$ cat config.mk
export PLATFORM = sky130hd
export DESIGN_NAME = vga_capture
export DESIGN_NICKNAME = d
export VERILOG_FILES = /design/src/rtl/vga_capture.sv
export SDC_FILE = /design/constraint.sdc
export NUM_CORES = 1
export LEC_CHECK = 0
export CAP_MARGIN = 40
export CORE_MARGIN = 2
export CORE_UTILIZATION = 35
export DETAILED_ROUTE_END_ITERATION = 7
export SLEW_MARGIN = 10
export SYNTH_ARGS = -nofsm -noshare
export SYNTH_HDL_FRONTEND = slang
export SYNTH_SLANG_ARGS = --single-unit
$ cat constraint.sdc
create_clock -name clk -period 2.4 [get_ports clk]
set_input_delay 0.72 -clock clk [delete_from_list [all_inputs] [get_ports clk]]
set_output_delay 0.72 -clock clk [all_outputs]
set_load 0.01 [all_outputs]
$ cat src/rtl/vga_capture.sv
// Frame grabber: recovers raster position from hsync/vsync on pixel ticks and writes
// one W x H window of the next full frame into BRAM, once per start request.
module vga_capture #(
  parameter int HBP    = 144,
  parameter int VBP    = 35,
  parameter int C1     = 100,
  parameter int R1     = 100,
  parameter int W      = 256,
  parameter int H      = 256,
  parameter int ADDR_W = 16
) (
  input  logic              clk,
  input  logic              reset_n,
  input  logic              pix_en,
  input  logic              hsync,
  input  logic              vsync,
  input  logic [3:0]        red,
  input  logic [3:0]        green,
  input  logic [3:0]        blue,
  input  logic              start,
  output logic              busy,
  output logic              done,
  output logic              error,
  output logic              wr_en,
  output logic [ADDR_W-1:0] wr_addr,
  output logic [11:0]       wr_data,
  output logic [1:0]        state_dbg
);

  typedef enum logic [1:0] {
    ST_IDLE    = 2'd0,
    ST_ARM     = 2'd1,
    ST_CAPTURE = 2'd2,
    ST_DONE    = 2'd3
  } state_t;

  localparam int H_LO = HBP + C1;
  localparam int H_HI = HBP + C1 + W;
  localparam int V_LO = VBP + R1;
  localparam int V_HI = VBP + R1 + H;
  localparam logic [ADDR_W-1:0] LAST_ADDR = ADDR_W'(W * H - 1);

  state_t            state;
  logic [1:0]        rst_sync;
  logic              rst_n_int;
  logic              hs_d, vs_d;
  logic [9:0]        hc, vc;
  logic [9:0]        hc_nx, vc_nx;
  logic              hs_fall, vs_fall, in_win;
  logic [ADDR_W-1:0] addr;

  // Reset asserts asynchronously, releases two clocks after reset_n rises.
  always_ff @(posedge clk or negedge reset_n) begin
    if (!reset_n) rst_sync <= 2'b00;
    else          rst_sync <= {rst_sync[0], 1'b1};
  end
  assign rst_n_int = rst_sync[1];

  assign state_dbg = state;

  // Position of the pixel presented on this tick (counter value after update).
  always_comb begin
    hs_fall = hs_d & ~hsync;
    vs_fall = vs_d & ~vsync;
    hc_nx   = hc;
    vc_nx   = vc;
    if (hs_fall) begin
      hc_nx = '0;
      if (vs_fall)             vc_nx = '0;
      else if (vc != 10'd1023) vc_nx = vc + 10'd1;
    end else if (hc != 10'd1023) begin
      hc_nx = hc + 10'd1;
    end
    in_win = (int'(hc_nx) >= H_LO) && (int'(hc_nx) < H_HI) &&
             (int'(vc_nx) >= V_LO) && (int'(vc_nx) < V_HI);
  end

  always_ff @(posedge clk or negedge rst_n_int) begin
    if (!rst_n_int) begin
      hs_d <= 1'b1;
      vs_d <= 1'b1;
      hc   <= '0;
      vc   <= '0;
    end else if (pix_en) begin
      hs_d <= hsync;
      vs_d <= vsync;
      hc   <= hc_nx;
      vc   <= vc_nx;
    end
  end

  // A vsync fall in CAPTURE outranks a window pixel: the frame is over.
  always_ff @(posedge clk or negedge rst_n_int) begin
    if (!rst_n_int) begin
      state   <= ST_IDLE;
      busy    <= 1'b0;
      done    <= 1'b0;
      error   <= 1'b0;
      wr_en   <= 1'b0;
      wr_addr <= '0;
      wr_data <= '0;
      addr    <= '0;
    end else begin
      wr_en <= 1'b0;
      done  <= 1'b0;
      unique case (state)
        ST_IDLE: begin
          if (start) begin
            state <= ST_ARM;
            busy  <= 1'b1;
            error <= 1'b0;
            addr  <= '0;
          end
        end
        ST_ARM: begin
          if (pix_en && vs_fall) state <= ST_CAPTURE;
        end
        ST_CAPTURE: begin
          if (pix_en) begin
            if (vs_fall) begin
              error <= 1'b1;
              busy  <= 1'b0;
              state <= ST_IDLE;
            end else if (in_win) begin
              wr_en   <= 1'b1;
              wr_addr <= addr;
              wr_data <= {red, green, blue};
              addr    <= addr + ADDR_W'(1);
              if (addr == LAST_ADDR) begin
                done  <= 1'b1;
                busy  <= 1'b0;
                state <= ST_DONE;
              end
            end
          end
        end
        ST_DONE: state <= ST_IDLE;
        default: state <= ST_IDLE;
      endcase
    end
  end

endmodule

# Word level (Yosys, flattened, before mapping)
# Index checks and enable logic that the tools add are counted.
[totals]
regBits = 74
in_bits = 18
output_inout_bits = 34
wordCells = 86
[classes]
n_addsub = 3
magnitude_cmp = 4
eq_ne = 14
muxes = 36
bitwise_logic = 5
n_reduce_logical = 11
[op_table]
columns = ["op", "count"]
rows = [
  ["$mux W16", 4],
  ["$mux W10", 5],
  ["$pmux W16 S2", 1],
  ["$add A10 B1 Y10 const B", 2],
  ["$ge A10 B8 Y1 const B", 2],
  ["$lt A10 B9 Y1 const B", 2],
  ["$ne A10 B10 Y1 const B", 2],
  ["$mux W1", 17],
  ["$add A16 B1 Y16 const B", 1],
  ["$eq A16 B16 Y1 const B", 1],
  ["$reduce_and A5 Y1", 3],
  ["$mux W2", 6],
  ["$ne A2 B2 Y1 const B", 6],
  ["$pmux W2 S4", 1],
  ["$reduce_and A4 Y1", 2],
  ["$ne A3 B3 Y1 const B", 2],
  ["$eq A2 B2 Y1 const B", 2],
  ["$logic_and A1 B1 Y1", 4],
  ["$pmux W1 S2", 2],
  ["$not A1 Y1", 3],
  ["$and A1 B1 Y1", 2],
  ["$eq A2 B1 Y1 const B", 1],
  ["$logic_not A2 Y1", 1],
  ["$reduce_bool A2 Y1", 1],
]

# Logic depth before layout (Yosys ltp)
[depth]
ltp_word = 11
mapped_depth = 11

# Worst setup path before layout
# No wires, ideal clock.
[synth_path]
path_kind = "input to register"
from = "input port hsync"
to = "register addr[13]"
setup_ps = 78
arrival_time_ps = 2684
slack_ps = -362
path_stages = 10
path_cell_list = "nor2b_1 > buf_2 > nand3_1 > o211ai_1 > nand4_1 > a21oi_1 > nor2_1 > clkbuf_1 > or4_1 > a21oi_1"
[synth_between]
elab_chain_cells = 9
word_cells_on_any_way = 13
classes_between = "4 x order compare; 1 x eq/ne; 2 x mux; 2 x bitwise; 4 x reduce/logical"
[synth_lines]
columns = ["element", "line", "rtl"]
rows = [
  ["start, declared", "15", "input logic hsync,"],
  ["$not A1 Y1 (*)", "63", "hs_fall = hs_d & ~hsync;"],
  ["$and A1 B1 Y1 (*)", "63", ""],
  ["$mux W10", "67", "if (hs_fall) begin"],
  ["$ge A10 B8 Y1 or $lt A10 B9 Y1 (tied branches)", "74", "in_win = (int'(hc_nx) >= H_LO) && (int'(hc_nx) < H_HI) &&"],
  ["$logic_and A1 B1 Y1 (2 in series)", "74", ""],
  ["$logic_and A1 B1 Y1 (*)", "75", "(int'(vc_nx) >= V_LO) && (int'(vc_nx) < V_HI);"],
  ["$ne A2 B2 Y1 (no source line) (*)", "-", ""],
  ["$reduce_and A5 Y1 (no source line) (*)", "-", ""],
  ["end signal, assigned", "128", "addr <= addr + ADDR_W'(1);"],
  ["end, declared", "50", "logic [ADDR_W-1:0] addr;"],
]
# Mark *: on every way between the ends. The rest lies on a longest branch, timed or not.
# A chain may end at the register's enable or synchronous reset.

# Worst setup path after layout
[layout_path]
from = "register vc[1]"
to = "register wr_data[10]"
[layout_between]
elab_chain_cells = 8
word_cells_on_any_way = 10
classes_between = "1 x add/sub; 2 x order compare; 1 x eq/ne; 3 x mux; 3 x reduce/logical"
[layout_lines]
columns = ["element", "line", "rtl"]
rows = [
  ["start, declared", "47", "logic [9:0] hc, vc;"],
  ["start signal, assigned", "88", "vc <= vc_nx;"],
  ["$add A10 B1 Y10 or $ne A10 B10 Y1 (tied branches)", "70", "else if (vc != 10'd1023) vc_nx = vc + 10'd1;"],
  ["$mux W10", "70", ""],
  ["$mux W10", "69", "if (vs_fall) vc_nx = '0;"],
  ["$mux W10 (*)", "67", ""],
  ["$ge A10 B8 Y1", "75", ""],
  ["$logic_and A1 B1 Y1", "74", ""],
  ["$logic_and A1 B1 Y1 (*)", "75", ""],
  ["$reduce_and A4 Y1 (no source line) (*)", "-", ""],
  ["end signal, assigned", "127", "wr_data <= {red, green, blue};"],
  ["end, declared", "26", "output logic [11:0] wr_data,"],
]
# Marked as above.

==> qor.yml <==
synth_seq_cells: 74
finalSetupTns_ns: -9.89
crit_fanout: 7
path_cells: "ha_4 -> nand4_1 -> nor3_2 -> buf_4 -> o211ai_1 -> nand4_1 -> a21oi_2 -> buf_4 -> nor2_4 -> nor2_4 -> buf_6 -> buf_6 -> mux2_2"
cpPeakStageDelay_ns: 0.42
die_w_um: 109
synth.distinct_cells: 64
violations: "setup timing"
period_needed_ns: 2.68
fmax_ghz: 0.373
synth_area_per_cell_um2: 10.2
diodes: 0
nNetsFinal: 524
netlist_area_mm2: 0.00384
grt_pass1_wl_um: 16200
leakagePower_nw: 2.45
fin_ws_ns: -0.283
cts_tree: "built"
antenna_found_initial: 0
crit_path_end_kind: "register"
die_h_um: 109
fin_skew_ns: 0.00656
cap_violations: 0
crit_type: "reg -> reg"
slew_headroom_pct: 64.4
gp_congestion: 0.874
critPathTopFamily: "simple AND/OR/NAND/NOR gates"
synthTopCellsByArea: "dfrtp_1 47%, mux2_2 7.0%, o21ai_0 3.4%, a21oi_1 3.1%, nand2_1 2.9%"
fin_total_pwr_mw: 3.11
grt_use_total_pct: 17.2
yosysWarnings: 0
grt_pass1_vias: 3441
cp.required_ns: 2.64
rsz0062_at_grt: "true"
ys.flop_type: "dfrtp_1"
ys_async_sr_fraction_pct: 100
initial_core_util_pct: 35.6
clk_pin_slew_ns: 0.08
drive_above_1_share_pct: 33.9
status: "finished, violations left"
clk_latency_ns: 0.35
grt_max_degree: 63
route.detailed.drc: 0
synth_cells: 376
hpwl_um: 6790
crit_arrival_ns: 2.92
core_mm2: 0.0108
synth-seq-area-share_pct: 48.2
gr-total-overflow: 0
whs_ns: 0.146
max-clock-path-buffers: 2
hold_viol_final: 0
fp.dieArea_mm2: 0.0118
peakVddDrop_mv: 0.279
numCtsBuffers: 9
routedWlPerCell_um: 14.7
synth-edff-count: 0
routed_wl_um: 9530
startpoint_type: "register"
cts.root.buffer_cell: "clkbuf_8"
worst-path-buf-inv: 4
drt_pass1_iterations: 4
fin_crit_sh_pct: 112
worst_slew_pin_slew_ns: 0.531
synth_largest_area_cell: "dfrtp_1"
netlist.area_leader.share_pct: 46.9
clkSinkCount: 74
io_buffers: 51
route.vias.total: 3425
cts_max_level: 3
placed_area_mm2: 0.00505
synth_nets: 397
vias_per_cell: 5.29
setup_viol: 45
hold_buffers: 0
placement_rows: 38
crit_path_top_delay_cell: "dfrtp_1"
drt-initial-drc-count: 157
postLayoutCellArea_mm2: 0.00559
p_per_area_mw_per_mm2: 556
area_growth_pct: 45.5
hp-class: "reg -> async"
final-max-slew-violation-count: 0
io_pins: 52
drtAntennaViolNets: 0
==> flip-flops by register name, indices dropped and copies added (netlist names), 2 cells and up <==
register,flops
addr,16
hc,10
rst_sync,2
state_dbg,2
vc,10
wr_addr,16
wr_data,12
==> layout make-up <==
type,instances,area [um2]
fillers,970,5200
multi-input cells,271,2060
well taps,140,175
flip-flops and latches,74,1860
inverters,9,33.8
clock inverters,6,90.1
clock buffers,10,128
repair buffers,138,1240
==> timing repair <==
action	4_1_cts	5_1_grt
gates resized for setup	33	16
buffers inserted	14	0
pin swaps	31	4
gates cloned	1	0
endpoints found under the setup margin	48	47
==> cells by family (layout without fill, tap and decap cells) <==
group                      Yosys count  count (layout)  synth area share (%)
and+or+nand+nor                    127             127                  18.1
AOI/OAI and AO/OA                  100             100                  17.5
DFF                                 74              74                  48.2
muxes                               38              38                  11.0
buffers and inverters               31             163                  3.61
adders and majority gates            3               3                 0.977
xor gates and xnor gates             2               2                 0.456
other                                1               1                0.0976
==> power by group <==
group | switching, mW | internal (mW) | total, mW
combinational | 0.327 | 0.308 | 0.635
clock | 0.487 | 0.589 | 1.08
sequential | 0.0836 | 1.31 | 1.40
total | 0.898 | 2.21 | 3.11
==> worst reg2reg max path, delay by kind of cell, from the launching register on <==
family / cells / cell delay (ns)
flip-flops: 1 / 0.42
adder cells (fa/ha/maj): 1 / 0.19
multiplexers: 1 / 0.33
buffers and inverters: 4 / 0.54
AND/OR/NAND/NOR: 5 / 0.64
AO/OA/AOI/OAI: 2 / 0.47
==> metal layers <==
metal	up-vias	share of wire, %	GRT usage, %
met1	1707	43	21.5
met5	-	0	0
li1	1654	-	-
met2	57	52	30.0
met3	7	3.7	3.83
met4	0	1.1	4.67
==> cell usage after synthesis (all sizes together), types with 2 or more instances <==
cell	instances
o21a	2
ha	3
nor3	7
a41oi	3
a21oi	24
buf	13
a31o	2
o31a	2
dfrtp	72
a31oi	7
o211ai	4
nand3	17
o21ai	28
nand2b	5
nor2b	3
xnor2	2
or4	5
nand3b	2
o21bai	2
o31ai	10
and3	11
or3	7
nor4	3
and4	2
clkbuf	9
nor2	20
a22o	2
inv	9
mux2i	6
mux2	32
dfstp	2
a21o	2
nand4	8
nand2	32
==> cell usage in the layout, fill, tap and decap left out, types with 6 or more instances in the layout <==
cell type / instances
clkdlybuf4s50_1: 49
nand2_1: 30
dfrtp_1: 70
mux2_2: 24
nor2_1: 18
a21oi_2: 8
a31oi_1: 6
buf_6: 9
nand4_1: 7
a21oi_1: 16
buf_4: 74
or3_1: 7
nand3_1: 16
mux2_1: 7
o21ai_0: 23
mux2i_1: 6
o31ai_1: 8
inv_1: 9
and3_1: 8
clkbuf_8: 9
==> per-stage QoR <==
step | util, % | cells | worst slack [ns]
after global routing | 51.8 | 648 | -0.424
final | 51.8 | 648 | -0.283
after floorplan | - | 376 | -0.205
after detailed placement | 46.8 | 617 | -0.934
after global placement | 46.8 | 617 | -0.881
after CTS | 51.2 | 648 | -0.248
==> path summary, 6_finish.rpt <==
| path | startpoint | slack (ns) | end | cells past startpoint |
|---|---|---|---|---|
| max reg2reg | vc[1]$_DFFE_PN0P_ | -0.28 | wr_data[10]$_DFFE_PN0P_ | 13 |
| min | rst_sync[1]$_DFF_PN0_ | 0.15 | hc[9]$_DFFE_PN0P_ | 0 |
| min reg2reg | rst_sync[1]$_DFF_PN0_ | 0.15 | hc[9]$_DFFE_PN0P_ | 0 |
| max in group asynchronous | rst_sync[1]$_DFF_PN0_ | 1.64 | busy$_DFFE_PN0P_ | 1 |
| min in group clk | rst_sync[0]$_DFF_PN0_ | 0.35 | rst_sync[1]$_DFF_PN0_ | 0 |
| max | vc[1]$_DFFE_PN0P_ | -0.28 | wr_data[10]$_DFFE_PN0P_ | 13 |
No activity file was read; power rests on OpenSTA's default activity.
